**src/rtl/ifetch_queue.sv**
```systemverilog
// Instruction fetch unit: direct-mapped I-cache (one instruction per line) feeding a FIFO
// instruction queue toward the Dispatcher, with predictor-steered prefetch and ROB redirect.
module ifetch_queue #(
  parameter int ADDR_W     = 32,
  parameter int INS_W      = 32,
  parameter int IC_IDX_W   = 6,
  parameter int IQ_DEPTH_W = 3,
  parameter int ICACHE_EN  = 1,
  parameter logic [ADDR_W-1:0] RESET_PC = '0
) (
  input  logic                  clk,
  input  logic                  rst,
  input  logic                  rdy,
  output logic                  mem_req_valid,
  output logic [ADDR_W-1:0]     mem_req_addr,
  input  logic                  mem_resp_valid,
  input  logic [INS_W-1:0]      mem_resp_ins,
  output logic [ADDR_W-1:0]     pred_pc,
  output logic [INS_W-1:0]      pred_ins,
  input  logic                  pred_taken,
  input  logic [ADDR_W-1:0]     pred_target,
  output logic                  disp_valid,
  input  logic                  disp_ready,
  output logic [ADDR_W-1:0]     disp_pc,
  output logic [INS_W-1:0]      disp_ins,
  output logic                  disp_pred_taken,
  output logic [ADDR_W-1:0]     disp_pred_pc,
  input  logic                  flush,
  input  logic [ADDR_W-1:0]     flush_pc,
  input  logic                  icache_inv,
  output logic [IQ_DEPTH_W:0]   iq_count
);

  localparam int IC_LINES = 1 << IC_IDX_W;
  localparam int DEPTH    = 1 << IQ_DEPTH_W;
  localparam int TAG_W    = ADDR_W - IC_IDX_W - 2;
  localparam bit CACHE_ON = (ICACHE_EN != 0);
  localparam logic [IQ_DEPTH_W:0]   DEPTH_C = (IQ_DEPTH_W+1)'(DEPTH);
  localparam logic [IQ_DEPTH_W:0]   CNT_ONE = (IQ_DEPTH_W+1)'(1);
  localparam logic [IQ_DEPTH_W-1:0] PTR_ONE = IQ_DEPTH_W'(1);

  typedef struct packed {
    logic [ADDR_W-1:0] pc;
    logic [INS_W-1:0]  ins;
    logic              taken;
    logic [ADDR_W-1:0] tgt;
  } iq_entry_t;

  typedef enum logic [1:0] {IDLE, MISS, DRAIN} state_t;

  state_t                state_q, state_d;
  logic [ADDR_W-1:0]     pc_q, pc_d;
  logic                  req_v_d;
  logic [ADDR_W-1:0]     req_a_d;

  logic [IC_LINES-1:0]   ic_valid;
  logic [TAG_W-1:0]      ic_tag  [IC_LINES];
  logic [INS_W-1:0]      ic_data [IC_LINES];

  iq_entry_t             iq_mem [DEPTH];
  logic [IQ_DEPTH_W-1:0] iq_head, iq_tail;
  logic [IQ_DEPTH_W:0]   iq_cnt;

  logic [IC_IDX_W-1:0]   lk_idx, fill_idx;
  logic [TAG_W-1:0]      lk_tag, fill_tag;
  logic                  ic_hit, iq_space, push, pop, fill;
  iq_entry_t             push_e, head_e;

  assign lk_idx   = pc_q[IC_IDX_W+1:2];
  assign lk_tag   = pc_q[ADDR_W-1:IC_IDX_W+2];
  assign fill_idx = mem_req_addr[IC_IDX_W+1:2];
  assign fill_tag = mem_req_addr[ADDR_W-1:IC_IDX_W+2];
  assign ic_hit   = CACHE_ON && ic_valid[lk_idx] && (ic_tag[lk_idx] == lk_tag);
  assign iq_space = (iq_cnt < DEPTH_C);

  // Predictor sees whichever instruction could be enqueued this cycle.
  always_comb begin
    pred_pc  = '0;
    pred_ins = '0;
    case (state_q)
      IDLE: begin
        pred_pc  = pc_q;
        pred_ins = ic_hit ? ic_data[lk_idx] : '0;
      end
      MISS: begin
        pred_pc  = mem_req_addr;
        pred_ins = mem_resp_ins;
      end
      default: ;
    endcase
  end

  always_comb begin
    state_d = state_q;
    pc_d    = pc_q;
    req_v_d = mem_req_valid;
    req_a_d = mem_req_addr;
    push    = 1'b0;
    fill    = 1'b0;
    push_e  = '{pc: pred_pc, ins: pred_ins, taken: pred_taken, tgt: pred_target};
    case (state_q)
      IDLE: begin
        if (flush) begin
          pc_d = flush_pc;
        end else if (iq_space) begin
          if (ic_hit) begin
            push = 1'b1;
            pc_d = pred_target;
          end else begin
            req_v_d = 1'b1;
            req_a_d = pc_q;
            state_d = MISS;
          end
        end
      end
      MISS: begin
        if (mem_resp_valid) begin
          fill    = 1'b1;
          req_v_d = 1'b0;
          state_d = IDLE;
          if (flush) pc_d = flush_pc;
          else begin
            push = 1'b1;
            pc_d = pred_target;
          end
        end else if (flush) begin
          pc_d    = flush_pc;
          state_d = DRAIN;
        end
      end
      DRAIN: begin
        // Outstanding wrong-path response still fills the cache but is never queued.
        if (flush) pc_d = flush_pc;
        if (mem_resp_valid) begin
          fill    = 1'b1;
          req_v_d = 1'b0;
          state_d = IDLE;
        end
      end
      default: state_d = IDLE;
    endcase
  end

  assign disp_valid = (iq_cnt != '0);
  assign pop        = disp_valid && disp_ready && !flush;
  assign head_e     = iq_mem[iq_head];

  assign disp_pc         = disp_valid ? head_e.pc    : '0;
  assign disp_ins        = disp_valid ? head_e.ins   : '0;
  assign disp_pred_taken = disp_valid && head_e.taken;
  assign disp_pred_pc    = disp_valid ? head_e.tgt   : '0;
  assign iq_count        = iq_cnt;

  always_ff @(posedge clk or negedge rst) begin
    if (!rst) begin
      state_q       <= IDLE;
      pc_q          <= RESET_PC;
      mem_req_valid <= 1'b0;
      mem_req_addr  <= '0;
      ic_valid      <= '0;
      iq_head       <= '0;
      iq_tail       <= '0;
      iq_cnt        <= '0;
    end else if (rdy) begin
      state_q       <= state_d;
      pc_q          <= pc_d;
      mem_req_valid <= req_v_d;
      mem_req_addr  <= req_a_d;
      // Invalidate wins over a same-cycle fill.
      if (icache_inv)                ic_valid           <= '0;
      else if (fill && CACHE_ON)     ic_valid[fill_idx] <= 1'b1;
      if (flush) begin
        iq_head <= '0;
        iq_tail <= '0;
        iq_cnt  <= '0;
      end else begin
        if (push) iq_tail <= iq_tail + PTR_ONE;
        if (pop)  iq_head <= iq_head + PTR_ONE;
        case ({push, pop})
          2'b10:   iq_cnt <= iq_cnt + CNT_ONE;
          2'b01:   iq_cnt <= iq_cnt - CNT_ONE;
          default: ;
        endcase
      end
    end
  end

  // Storage arrays carry no reset; their contents are qualified by valid bits / count.
  always_ff @(posedge clk) begin
    if (rdy) begin
      if (fill && CACHE_ON) begin
        ic_tag[fill_idx]  <= fill_tag;
        ic_data[fill_idx] <= mem_resp_ins;
      end
      if (push && !flush) iq_mem[iq_tail] <= push_e;
    end
  end

endmodule

```
**config.mk**
```make
export PLATFORM = sky130hd
export DESIGN_NAME = ifetch_queue
export DESIGN_NICKNAME = d
export VERILOG_FILES = /design/src/rtl/ifetch_queue.sv
export SDC_FILE = /design/constraint.sdc
export NUM_CORES = 2
export LEC_CHECK = 0
export BUFFER_PORTS_ARGS = -buffer_cell sky130_fd_sc_hd__buf_2
export CAP_MARGIN = 30
export CORE_MARGIN = 1.5
export CORE_UTILIZATION = 25
export CTS_CLUSTER_DIAMETER = 200
export DETAILED_ROUTE_END_ITERATION = 6
export REMOVE_ABC_BUFFERS = 1
export SYNTH_ARGS = -nofsm -noshare
export SYNTH_HDL_FRONTEND = slang
export SYNTH_MEMORY_MAX_BITS = 65536
export SYNTH_SLANG_ARGS = --single-unit
```
**constraint.sdc**
```tcl
create_clock -name clk -period 36.6 [get_ports clk]
set_input_delay 0 -clock clk [delete_from_list [all_inputs] [get_ports clk]]
set_output_delay 0 -clock clk [all_outputs]
set_load 0.01 [all_outputs]
```
======== Word-level counts from Yosys, hierarchy flattened ========
Memories as Yosys holds them, arrays and structs flattened.
Cells that the tools add are included.
word-level totals
  memory bits (writable) .................. 4360
  memories kept ........................... 3
  bits of input ports ..................... 104
  register bits ........................... 141
memories
  memory   words  width  rd ports  clocked after memory_dff  write ports  RTL line  text
  ic_data  64     32     1         0                         1            58        logic [INS_W-1:0] ic_data [IC_LINES];
  ic_tag   64     24     1         0                         1            57        logic [TAG_W-1:0] ic_tag [IC_LINES];
  iq_mem   8      97     1         0                         1            60        iq_entry_t iq_mem [DEPTH];
cells by class
  bitwise operators ....................... 3
  reduce and logical (&&, ||, !) cells .... 24
  multiplexer cells ....................... 51
  magnitude comparators ................... 4
  equal/unequal tests ..................... 13
  add/sub/neg operators ................... 4
operators by type and width
  cell                 count
  $mux 32              10
  $mux 64              2
  $pmux 32 s2          2
  $pmux 32 s3          1
  $or 64x64->64        1
  $eq 24x24->1         1
  $mux 1               19
  $lt 6x7->1 const B   2
  $mux 2               6
  $mux 3               4
  $reduce_and 6->1     2
  $ne 3x3->1 const B   3
  $ne 2x2->1 const B   4
  $pmux 4 s2           1
  $reduce_and 2->1     4
  $reduce_bool 2->1    4
  $add 3x1->3 const B  2
  $bmux 1 s6           1
  $demux 1 s6          1
  $ge 6x1->1 const B   1
  $logic_and 1x1->1    6
  $pmux 2 s3           1
  $reduce_bool 3->1    2
  $reduce_and 5->1     1
  14 further kinds     18

======== Logic depth before layout (Yosys ltp) ========
  depth in word-level cells ............... 11
  depth in mapped cells ................... 24
  gate-level depth less buffers ........... 18

======== Least setup slack after synthesis ========
No wires, ideal clock.
  path kind ............................... register to register
  start point ............................. register pc_q[3]
  end point ............................... memory iq_mem[5][0] (netlist name), enable pin
  period minus slack after synthesis ...... 13757 ps
  arrival ................................. 12966 ps
  stages on the path, launching flop included .. 16
  path slack .............................. 22843 ps
  required time ........................... 35810 ps
  setup time .............................. 790 ps
  cells stage by stage .................... dfrtp_1 > buf_2 > buf_2 > clkbuf_1 > buf_2 > mux4_2 > o22ai_1 > nor4_1 > mux2i_1 > o211ai_1 > or3_1 > nor3b_1 > or4b_1 > nor4_4 > nor2_2 > nor4_1
on the way
  word-level cells in the longest chain between the ends .. 11
RTL lines
  item                                                RTL line  text
  start, declared                                     52        logic [ADDR_W-1:0] pc_q, pc_d;
  start signal, assigned                              166       pc_q <= pc_d;
  $mem_v2 64x24 / $bmux 1 s6 (equally long branches)  -
  $eq 24x24->1 / $mux 1 (equally long branches)       73        assign ic_hit = CACHE_ON && ic_valid[lk_idx] && (ic_tag[lk_idx] == lk_tag);
  $logic_and 1x1->1 *                                 73
  $mux 1 *                                            106       if (ic_hit) begin
  $mux 1 *                                            105       end else if (iq_space) begin
  $mux 1 *                                            103       if (flush) begin
  $pmux 1 s2 *                                        101       case (state_q)
  $logic_and 1x1->1 *                                 195       if (push && !flush) iq_mem[iq_tail] <= push_e;
  $mux 1 *                                            195
  $mux 1 *                                            190       if (rdy) begin
  $mux 1 (implied by the code) *                      195
  end, declared                                       60
Every way passes the cells marked *; elsewhere a longest branch is shown, timed or not. The select of a mux whose other input is x is not followed.

======== Final worst setup path ========
  start point ............................. register pc_q[2]
  end point ............................... output pred_ins[10]
on the way
  word-level cells in the longest chain between the ends .. 5
RTL lines
  item                                                RTL line  text
  $mem_v2 64x24 / $bmux 1 s6 (equally long branches)  -
  $eq 24x24->1 / $mux 1 (equally long branches)       73
  $logic_and 1x1->1                                   73
  $mux 32 *                                           83        pred_ins = ic_hit ? ic_data[lk_idx] : '0;
  $pmux 32 s2 *                                       80        case (state_q)
  end, declared                                       19        output logic [INS_W-1:0] pred_ins,
Marks and branches as above.

==> reports/results.ini <==
[outcome]
run_status = completed

[clock_network]
clockBufferDepth = 4
worst_skew_pair.late_latency_ps = 1070
htreeDepth = 5
numClockSinks = 4501
cts_tree = yes
post_cts_buffers = 0
cts_root_buf = clkbuf_16
numCtsBuffers = 435
path_clk_slew_ps = 60

[setup_path]
critPathLaunchType = flop
r2r_slack_ps = 25860
r2r-start = pc_q[2]
required_ps = 36600
worstSetupEndpointType = primary output
r2r_end = iq_mem[3][90]
worst_ep_arrival_time_ps = 11620
path_class = flop to primary output
critPathMaxFanout = 94
ff2ff_path_depth = 21

[layout]
layout_common_cells = edfxtp_1, mux4_2, clkbuf_16, mux2i_1, nand2_1
layout_commonest_cell = edfxtp_1
syn_to_final_growth_pct = 18.1
stdcell_area_sq_mm = 0.205
layout-drive-gt1-share = 0.280
nNetsFinal = 8890

[grt]
antenna_found_initial = 45
grt_pass1_vias = 86782
grt_max_degree = 133
overflow = 0
grt_pass1_wl_um = 738000
grt_util_all_layers = 0.149

[route]
wl_per_cell_um = 29.5
ant_nets = 0
wl_um = 542000
viasPerCell = 4.86
drt-initial-drc-count = 13749
drc_errors = 0
vias = 89306
dr.pass1.iters = 5

[synthesis]
ys.flop_type = edfxtp_1
synth_async_sr_flop_share = 0.0313
yosysSeqAreaShare = 0.775
ys.warnings.count = 0
synth_area_sq_mm = 0.174
syn_inst = 7917
synth-edff-count = 4360
yosysUniqueCellTypes = 81
synth-seq-cells = 4501
synth_area_per_cell_sq_um = 21.9

[sta]
fin_crit_sh = 0.317
tns_ps = 0
hold_viol = 0
rsz0062_at_grt = false
worst_slew_pin_slew_ps = 1270
period_needed_ps = 11620
finalSetupViolCount = 0
slew_headroom = 0.155
drv_slew = 0
fmax_mhz = 86.1
finClkSkew_ps = 120

[min_path]
hold_depth = 2
hold_path.startpoint = pred_target[27]
hp-class = input port to flop
min_to = iq_mem[0][27]

[placed_design]
gp_congestion = 0.803
dp_hpwl_um = 306000
io_buffers = 302
place_area_sq_mm = 0.188

[flow_run]
max_cap_violations = 0

[die]
core_sq_mm = 0.691
die-area_sq_mm = 0.699
rows = 305
die_h_um = 836
io_pins = 303
initial_core_util = 0.251
die_w_um = 836

[power_and_ir_drop]
vdd_drop_max_mv = 0.0883
power_leakage_nw = 64.2
total_power_mw = 15.4
power_density_mw_per_mm2 = 75.2

critical path: stages (launching register included):
cell      delay [ps]
dfrtp_4          850
buf_12           630
buf_4            760
buf_4            750
buf_12           520
buf_4            780
buf_4            400
buf_16           290
mux4_2           550
mux2_2           280
a221oi_1         330
nor4_1           150
xnor2_1          170
nand2_1          260
nor3_1           310
nand4_2          420
nor3_2           230
buf_4            450
buf_4            680
a22o_1           810
buf_2            410
state kept, by name (all words and copies together) (netlist names):
| signal | cells |
|---|---|
| ic_data | 2048 |
| ic_tag | 1536 |
| iq_mem | 776 |
| ic_valid | 64 |
| mem_req_addr | 32 |
| pc_q | 32 |
| iq_count | 4 |
| iq_head | 3 |
| iq_tail | 3 |
| state_q | 2 |
| mem_req_valid | 1 |
worst max-delay path by stage:
stage	start	to
after floorplan	pc_q[2]	iq_mem[5][0]
after global placement	pc_q[2]	iq_mem[3][36]
after detailed placement	pc_q[2]	iq_mem[3][36]
after CTS	pc_q[2]	pred_ins[10]
after global routing	pc_q[2]	pred_ins[10]
final	pc_q[2]	pred_ins[10]
layer usage:
layer,vias to the layer above,global-route usage,part of all wire
li1,35023,-,-
met1,48664,0.205,0.40
met2,4901,0.244,0.48
met3,704,0.0273,0.095
met4,14,0.0364,0.027
met5,-,0,0.00017
kinds of logic (layout without fill, tap and decap cells):
logic type      count (synthesis)  after routing  share of synthesized area
flops                        4501           4501                      0.775
mux                          1493           1493                      0.166
simple gates                  794            794                     0.0202
compound gates                628            628                     0.0247
buf+inv                       473           1698                     0.0122
xor+xnor                       18             18                   0.000908
fa+ha+maj                      10             10                   0.000764
other cells                     0             10                          0
per-stage QoR:
stage / worst slack (ps) / instances / util / hold slack [ps]
2_1_floorplan: -15540 / 7469 / - / -296
3_3_place_gp: 25340 / 17277 / 0.272 / -64.6
3_5_place_dp: 26020 / 17320 / 0.273 / -59.5
4_1_cts: 24960 / 18336 / 0.296 / 1.93
5_1_grt: 24380 / 18353 / 0.297 / 31.6
6_report: 24980 / 18362 / 0.297 / 30.6
cells in the mapped netlist, types with 6 or more instances:
library cell / count / area, sq um
nor2b_1: 22 / 138
nand2_1: 311 / 1170
buf_1: 76 / 285
xnor2_1: 13 / 114
buf_4: 32 / 240
o22ai_1: 27 / 169
ha_1: 9 / 113
nor4_1: 19 / 119
buf_6: 21 / 236
mux4_2: 1108 / 25000
and3_1: 14 / 87.6
nand3b_1: 7 / 52.6
nand2b_1: 13 / 81.3
a221oi_1: 18 / 158
o21ai_0: 48 / 240
buf_2: 49 / 245
nor2_1: 262 / 983
a31oi_1: 10 / 62.6
mux2i_1: 333 / 3330
a22oi_1: 173 / 1300
clkbuf_1: 269 / 1010
and2_1: 11 / 68.8
or3_1: 10 / 62.6
nand4_1: 16 / 100
nand3_1: 60 / 300
dfrtp_1: 141 / 3530
edfxtp_1: 4360 / 131000
a22o_1: 70 / 613
o221ai_1: 21 / 184
inv_1: 22 / 82.6
or3b_2: 6 / 52.6
nor3_1: 19 / 95.1
a211oi_1: 10 / 75.1
a21oi_1: 190 / 951
mux2_2: 47 / 529
report_power, final:
| part | internal [mW] | switching (mW) | leakage (nW) |
|---|---|---|---|
| registers | 6.09 | 0.171 | 41.1 |
| clock network | 2.46 | 1.96 | 6.77 |
| logic | 1.87 | 2.84 | 16.3 |
area by class of cell:
| type | instances | area, sq um |
|---|---|---|
| multi-input cells | 2943 | 37600 |
| inverters | 25 | 106 |
| flip-flops and latches | 4501 | 135000 |
| clock buffers | 549 | 11500 |
| clock inverters | 254 | 2380 |
| well taps | 9210 | 11500 |
| fillers | 66678 | 486000 |
| diodes | 10 | 25.0 |
| repair buffers | 870 | 7250 |
what timing repair did:
action,4_1_cts,5_1_grt
resized for setup,0,0
endpoints found under the hold margin,2558,0
hold buffers,213,0
Note: power is estimated with default switching activity, not from simulation.
